==> src/rtl/sba_arbiter_if.sv <==
// sba_arbiter_if
//   One SBA simple-bus link: request fields flow from master to slave,
//   response fields flow back.
//   stb    request strobe, held until ack
//   we     byte write enables (0 = read)
//   addr   byte address
//   dat_w  write data
//   dat_r  read data
//   ack    transfer done
//   err    timeout termination; qualifies ack
// modport master : the requester side of a link. err is not part of this
//                  view because the downstream slave has no error return.
// modport slave  : the responder side of a link.
interface sba_arbiter_if;
  logic        stb;
  logic [3:0]  we;
  logic [31:0] addr;
  logic [31:0] dat_w;
  logic [31:0] dat_r;
  logic        ack;
  logic        err;

  modport master (output stb, we, addr, dat_w, input dat_r, ack);
  modport slave  (input stb, we, addr, dat_w, output dat_r, ack, err);
endinterface

==> src/rtl/sba_arbiter.sv <==
// sba_arbiter
//   Two-master to one-slave round-robin arbiter for the SBA simple bus.
//   A grant is held until the slave acks; a per-transaction watchdog
//   terminates hung accesses with an error ack.
// Ports:
//   i_clk       system clock
//   i_rst       asynchronous active-high reset
//   m0          master 0 (CPU) link, slave view
//   m1          master 1 (boot loader / DMA) link, slave view
//   s           link towards the address decoder / slave mux, master view
//   o_timeout   one-cycle pulse on every watchdog termination
//   o_err_addr  address of the most recent timed-out access (sticky)
//
// state    | meaning
// ---------+--------------------------------------------------------
// ST_IDLE  | bus free; arbitrate on sampled stb, slave ack ignored
// ST_BUSY0 | master 0 owns the slave until ack or timeout
// ST_BUSY1 | master 1 owns the slave until ack or timeout
module sba_arbiter #(
  parameter int unsigned TIMEOUT_CYCLES = 255,
  parameter logic [31:0] ERR_DATA       = 32'h0000_0000
) (
  input  logic          i_clk,
  input  logic          i_rst,
  sba_arbiter_if.slave  m0,
  sba_arbiter_if.slave  m1,
  sba_arbiter_if.master s,
  output logic          o_timeout,
  output logic [31:0]   o_err_addr
);

  localparam int unsigned        CNT_W    = $clog2(TIMEOUT_CYCLES + 1);
  localparam logic [CNT_W-1:0]   CNT_LAST = CNT_W'(TIMEOUT_CYCLES - 1);
  localparam logic [CNT_W-1:0]   CNT_MAX  = '1;
  localparam logic [CNT_W-1:0]   CNT_ONE  = CNT_W'(1);

  localparam logic [1:0] ST_IDLE  = 2'd0;
  localparam logic [1:0] ST_BUSY0 = 2'd1;
  localparam logic [1:0] ST_BUSY1 = 2'd2;

  logic [1:0]       state;
  logic [1:0]       state_nxt;
  logic             last_grant;
  logic [CNT_W-1:0] cnt;
  logic             busy;
  logic             sel1;
  logic             tc;
  logic             done;

  assign busy = (state == ST_BUSY0) || (state == ST_BUSY1);
  assign sel1 = (state == ST_BUSY1);

  // A real ack on the last allowed cycle wins over the watchdog.
  assign tc   = busy && (cnt == CNT_LAST) && !s.ack;
  assign done = busy && (s.ack || tc);

  assign o_timeout = tc;

  // Request path: forward the owner's fields, quiet bus otherwise.
  always_comb begin
    s.stb   = busy;
    s.we    = '0;
    s.addr  = '0;
    s.dat_w = '0;
    if (busy) begin
      if (sel1) begin
        s.we    = m1.we;
        s.addr  = m1.addr;
        s.dat_w = m1.dat_w;
      end else begin
        s.we    = m0.we;
        s.addr  = m0.addr;
        s.dat_w = m0.dat_w;
      end
    end
  end

  // Response path: only the owner ever sees ack/err/data. Gating on state
  // (not on s.ack alone) keeps a stale ack in IDLE away from both masters.
  always_comb begin
    m0.ack   = 1'b0;
    m0.err   = 1'b0;
    m0.dat_r = '0;
    m1.ack   = 1'b0;
    m1.err   = 1'b0;
    m1.dat_r = '0;
    if (state == ST_BUSY0) begin
      m0.ack   = s.ack || tc;
      m0.err   = tc;
      m0.dat_r = tc ? ERR_DATA : s.dat_r;
    end else if (state == ST_BUSY1) begin
      m1.ack   = s.ack || tc;
      m1.err   = tc;
      m1.dat_r = tc ? ERR_DATA : s.dat_r;
    end
  end

  always_comb begin
    state_nxt = state;
    case (state)
      ST_IDLE: begin
        if (m0.stb && m1.stb) begin
          state_nxt = last_grant ? ST_BUSY0 : ST_BUSY1;
        end else if (m0.stb) begin
          state_nxt = ST_BUSY0;
        end else if (m1.stb) begin
          state_nxt = ST_BUSY1;
        end
      end
      ST_BUSY0, ST_BUSY1: begin
        if (done) begin
          state_nxt = ST_IDLE;
        end
      end
      default: state_nxt = ST_IDLE;
    endcase
  end

  always_ff @(posedge i_clk or posedge i_rst) begin
    if (i_rst) begin
      state      <= ST_IDLE;
      last_grant <= 1'b1;
      cnt        <= '0;
      o_err_addr <= '0;
    end else begin
      state <= state_nxt;
      if (state == ST_IDLE) begin
        // Clearing every IDLE cycle means each grant starts from zero.
        cnt <= '0;
        if (state_nxt == ST_BUSY0) begin
          last_grant <= 1'b0;
        end else if (state_nxt == ST_BUSY1) begin
          last_grant <= 1'b1;
        end
      end else if (!s.ack && (cnt != CNT_MAX)) begin
        cnt <= cnt + CNT_ONE;
      end
      if (tc) begin
        o_err_addr <= s.addr;
      end
    end
  end

endmodule

==> src/flat_wrapper.sv <==
// flat-port wrapper written by rule: the top's interface ports become plain ports
module sba_arbiter_flat 
#(
  parameter int unsigned TIMEOUT_CYCLES = 255,
  parameter logic [31:0] ERR_DATA       = 32'h0000_0000
)
  (i_clk, i_rst, o_timeout, o_err_addr, m0_stb, m0_we, m0_addr, m0_dat_w, m0_dat_r, m0_ack, m0_err, m1_stb, m1_we, m1_addr, m1_dat_w, m1_dat_r, m1_ack, m1_err, s_stb, s_we, s_addr, s_dat_w, s_dat_r, s_ack);
  sba_arbiter_if m0_i ();
  sba_arbiter_if m1_i ();
  sba_arbiter_if s_i ();
  input  logic i_clk;
  input  logic i_rst;
  output logic o_timeout;
  output logic [31:0] o_err_addr;
  input wire logic [$bits(m0_i.stb)-1:0] m0_stb;
  input wire logic [$bits(m0_i.we)-1:0] m0_we;
  input wire logic [$bits(m0_i.addr)-1:0] m0_addr;
  input wire logic [$bits(m0_i.dat_w)-1:0] m0_dat_w;
  output wire logic [$bits(m0_i.dat_r)-1:0] m0_dat_r;
  output wire logic [$bits(m0_i.ack)-1:0] m0_ack;
  output wire logic [$bits(m0_i.err)-1:0] m0_err;
  input wire logic [$bits(m1_i.stb)-1:0] m1_stb;
  input wire logic [$bits(m1_i.we)-1:0] m1_we;
  input wire logic [$bits(m1_i.addr)-1:0] m1_addr;
  input wire logic [$bits(m1_i.dat_w)-1:0] m1_dat_w;
  output wire logic [$bits(m1_i.dat_r)-1:0] m1_dat_r;
  output wire logic [$bits(m1_i.ack)-1:0] m1_ack;
  output wire logic [$bits(m1_i.err)-1:0] m1_err;
  output wire logic [$bits(s_i.stb)-1:0] s_stb;
  output wire logic [$bits(s_i.we)-1:0] s_we;
  output wire logic [$bits(s_i.addr)-1:0] s_addr;
  output wire logic [$bits(s_i.dat_w)-1:0] s_dat_w;
  input wire logic [$bits(s_i.dat_r)-1:0] s_dat_r;
  input wire logic [$bits(s_i.ack)-1:0] s_ack;
  assign m0_i.stb = m0_stb;
  assign m0_i.we = m0_we;
  assign m0_i.addr = m0_addr;
  assign m0_i.dat_w = m0_dat_w;
  assign m0_dat_r = m0_i.dat_r;
  assign m0_ack = m0_i.ack;
  assign m0_err = m0_i.err;
  assign m1_i.stb = m1_stb;
  assign m1_i.we = m1_we;
  assign m1_i.addr = m1_addr;
  assign m1_i.dat_w = m1_dat_w;
  assign m1_dat_r = m1_i.dat_r;
  assign m1_ack = m1_i.ack;
  assign m1_err = m1_i.err;
  assign s_stb = s_i.stb;
  assign s_we = s_i.we;
  assign s_addr = s_i.addr;
  assign s_dat_w = s_i.dat_w;
  assign s_i.dat_r = s_dat_r;
  assign s_i.ack = s_ack;
  sba_arbiter #(.TIMEOUT_CYCLES(TIMEOUT_CYCLES), .ERR_DATA(ERR_DATA)) u_core (.i_clk(i_clk), .i_rst(i_rst), .m0(m0_i), .m1(m1_i), .s(s_i), .o_timeout(o_timeout), .o_err_addr(o_err_addr));
endmodule
==> config.mk <==
export PLATFORM = sky130hd
export DESIGN_NAME = sba_arbiter_flat
export DESIGN_NICKNAME = d
export VERILOG_FILES = /design/src/rtl/sba_arbiter_if.sv /design/src/rtl/sba_arbiter.sv /design/src/flat_wrapper.sv
export SDC_FILE = /design/constraint.sdc
export NUM_CORES = 1
export LEC_CHECK = 0
export BUFFER_PORTS_ARGS = -buffer_cell sky130_fd_sc_hd__buf_4
export CAP_MARGIN = 20
export CORE_AREA = 2 2 134 136
export DETAILED_ROUTE_END_ITERATION = 7
export DIE_AREA = 0 0 136 138
export HOLD_SLACK_MARGIN = 0.1
export PLACE_DENSITY = 0.59
export SETUP_SLACK_MARGIN = 0.4
export SYNTH_ARGS = -nofsm -noshare
export SYNTH_HDL_FRONTEND = slang
export SYNTH_SLANG_ARGS = --single-unit
==> constraint.sdc <==
create_clock -name i_clk -period 3.4 [get_ports i_clk]
set_input_delay 0.34 -clock i_clk [delete_from_list [all_inputs] [get_ports i_clk]]
set_output_delay 0.34 -clock i_clk [all_outputs]
set_load 0.05 [all_outputs]
==> metrics.csv <==
metric,value,unit
fp-row-count,49,
slew_violations,0,
netlist_area,3570,sq um
fin_cells,931,
viasPerCell,4.22,
layout-drive-gt1-share,0.564,
grt_max_degree,71,
nFillCells,1838,
p_leak,0.00352,uW
maxSlewHeadroom,0.607,
synth_flop_cell,dfrtp_1,
fmax,365,MHz
hold_viol,0,
fp.coreArea,17500,sq um
antenna_found_initial,0,
dpl.hpwl,11.5,mm
dp_cells,921,
critPathRequiredTime,3.06,ns
diodes,0,
area_delta_synth_final,83.3,%
first_pass_iters,4,
synth_edf_count,0,
synth_cells,376,
die_x,136,um
dieArea,18800,sq um
syn_area_per_cell,9.50,sq um
clock_skew,0.00341,ns
grt_pass1_vias,3954,
fin_crit_sh,0.806,
synth_nets,556,
cts_root_buf,clkbuf_16,
drc,0,
start_util,0.204,
powerDensity,902,nW/um^2
ant_nets,0,
fin_tns_setup,0,ns
clk_pin_slew,0.06,ns
die_y,138,um
cap_violations,0,
gp_congestion,0.795,
critPathLaunchType,register,
worstPathArrival,2.40,ns
ys_ff_latch,43,
yosys_warnings,0,
yosysSeqAreaShare,0.301,
cts.sinks,43,
async_flop_share,1.00,
yosysUniqueCellTypes,34,
period_needed,2.74,ns
wl,14.4,mm
drtIter0Drc,122,
path_class,reg2out,
fin_hold_ws,0.436,ns
post-route-util,0.373,
cts_buffers,5,
grtUsageTotal,0.141,
wl_per_cell,15.4,um
status,finished clean,
rsz0062_at_grt,false,
htree_levels,2,
min_path_type,in2reg,
clkLatencyLatePin,0.28,ns
vias,3926,
grt_overflow,0,
endpoint_kind,output port,
cts.path.max_buffers,2,
crit_fanout,32,
io_buffers,342,
grt_pass1_wl,21.3,mm
worstMarginPinSlew,0.589,ns
boundaryPins,343,
cts_tree,done,
final-setup-viol-count,0,
nNetsFinal,881,
ir_worst_vdd,0.406,mV
[worst paths after layout]
kind	from	endpoint	slack, ns	depth (start not counted)
setup reg to reg	u_core.state[1]	u_core.last_grant	1.13	8
min in group asynchronous	i_rst	u_core.o_err_addr[24]	0.49	3
max in group asynchronous	i_rst	u_core.last_grant	2.41	4
hold / removal	s_ack	u_core.cnt[5]	0.44	4
setup / recovery	u_core.state[1]	m1_dat_r[9]	0.66	7
hold reg to reg	u_core.last_grant	u_core.last_grant	0.49	2
[layer usage]
layer  up-vias  share of wire  track usage
li1       1927              -            -
met1      1825           0.40        0.171
met2       166           0.51        0.261
met3         8          0.078       0.0308
met4         0         0.0089       0.0192
met5         -              0            0
[cells in the final DEF, fill, tap and decap left out, types with 3 or more instances in the layout]
cell / netlist / layout
mux2i_1: 70 / 70
nor2_1: 14 / 14
o21ai_0: 4 / 4
a31oi_1: 4 / 4
nand3_1: 3 / 3
and3_1: 34 / 34
xnor2_1: 3 / 3
clkbuf_16: 0 / 5
nor2b_1: 70 / 70
inv_1: 8 / 7
ha_1: 7 / 5
mux2_2: 27 / 27
nand2_1: 5 / 5
buf_4: 1 / 345
and2_1: 32 / 32
mux2_4: 5 / 5
dfrtp_1: 42 / 42
[state kept, by name (all words and copies together) (netlist names)]
signal             flops
u_core.cnt             8
u_core.state           2
u_core.last_grant      1
u_core.o_err_addr     32
[power breakdown]
group | internal [uW] | total, uW | switching [uW] | leakage, uW
combinational | 1520 | 4780 | 3250 | 0.00284
clock | 347 | 558 | 211 | 0.0000838
sequential | 543 | 573 | 29.5 | 0.000594
[per-stage QoR]
stage,total power (uW),instance area (sq um),worst slack [ns]
finish,5910,6550,0.658
detailed placement,5390,6340,0.828
CTS,5970,6510,0.519
floorplan,3950,3570,0.638
global placement,5400,6340,0.832
global route,6180,6550,0.472
[timing repair]
item | CTS | global route
hold buffers | 0 | 1
setup buffers | 0 | 0
hold endpoints to repair | 0 | 3
gates resized for setup | 0 | 2
endpoints found under the setup margin | 0 | 33
[critical path, cell delays in order, from the launching register on]
cell	delay [ns]
dfrtp_1	0.44
inv_1	0.09
ha_2	0.33
nor2b_1	0.33
nand4_4	0.14
and2b_2	0.37
and2_1	0.23
buf_4	0.18
[layout make-up]
cell class / count / area, sq um / area share
Timing Repair Buffer: 349 / 2650 / 0.405
Inverter: 8 / 30.0 / 0.00459
Clock buffer: 5 / 125 / 0.0191
Tap cell: 229 / 287 / 0.0438
Sequential cell: 43 / 1080 / 0.165
Clock inverter: 3 / 43.8 / 0.00669
Multi-Input combinational cell: 294 / 2330 / 0.357
[logic make-up after synthesis]
| logic type | count (synthesis) | synth area share |
|---|---|---|
| AOI/OAI and AO/OA | 14 | 0.0287 |
| xor gates and xnor gates | 3 | 0.00735 |
| adders and majority gates | 7 | 0.0245 |
| buffers and inverters | 39 | 0.0497 |
| DFF | 43 | 0.301 |
| muxes | 102 | 0.302 |
| and+or+nand+nor | 168 | 0.286 |
[cell usage after synthesis (2+ instances only)]
| library cell | number | area [sq um] |
|---|---|---|
| and2_1 | 32 | 200 |
| and3_1 | 34 | 213 |
| xnor2_1 | 3 | 26.3 |
| a31oi_1 | 4 | 25.0 |
| o21ai_0 | 4 | 20.0 |
| dfrtp_1 | 42 | 1050 |
| mux2_4 | 5 | 75.1 |
| buf_6 | 2 | 22.5 |
| nor2_1 | 14 | 52.6 |
| a32oi_1 | 2 | 17.5 |
| nand2b_1 | 2 | 12.5 |
| nand3_1 | 3 | 15.0 |
| clkbuf_1 | 18 | 67.6 |
| nand2_1 | 5 | 18.8 |
| buf_2 | 10 | 50.1 |
| inv_1 | 8 | 30.0 |
| mux2_2 | 27 | 304 |
| ha_1 | 7 | 87.6 |
| mux2i_1 | 70 | 701 |
| nor2b_1 | 70 | 438 |
Power figures use the tool's default switching activity.
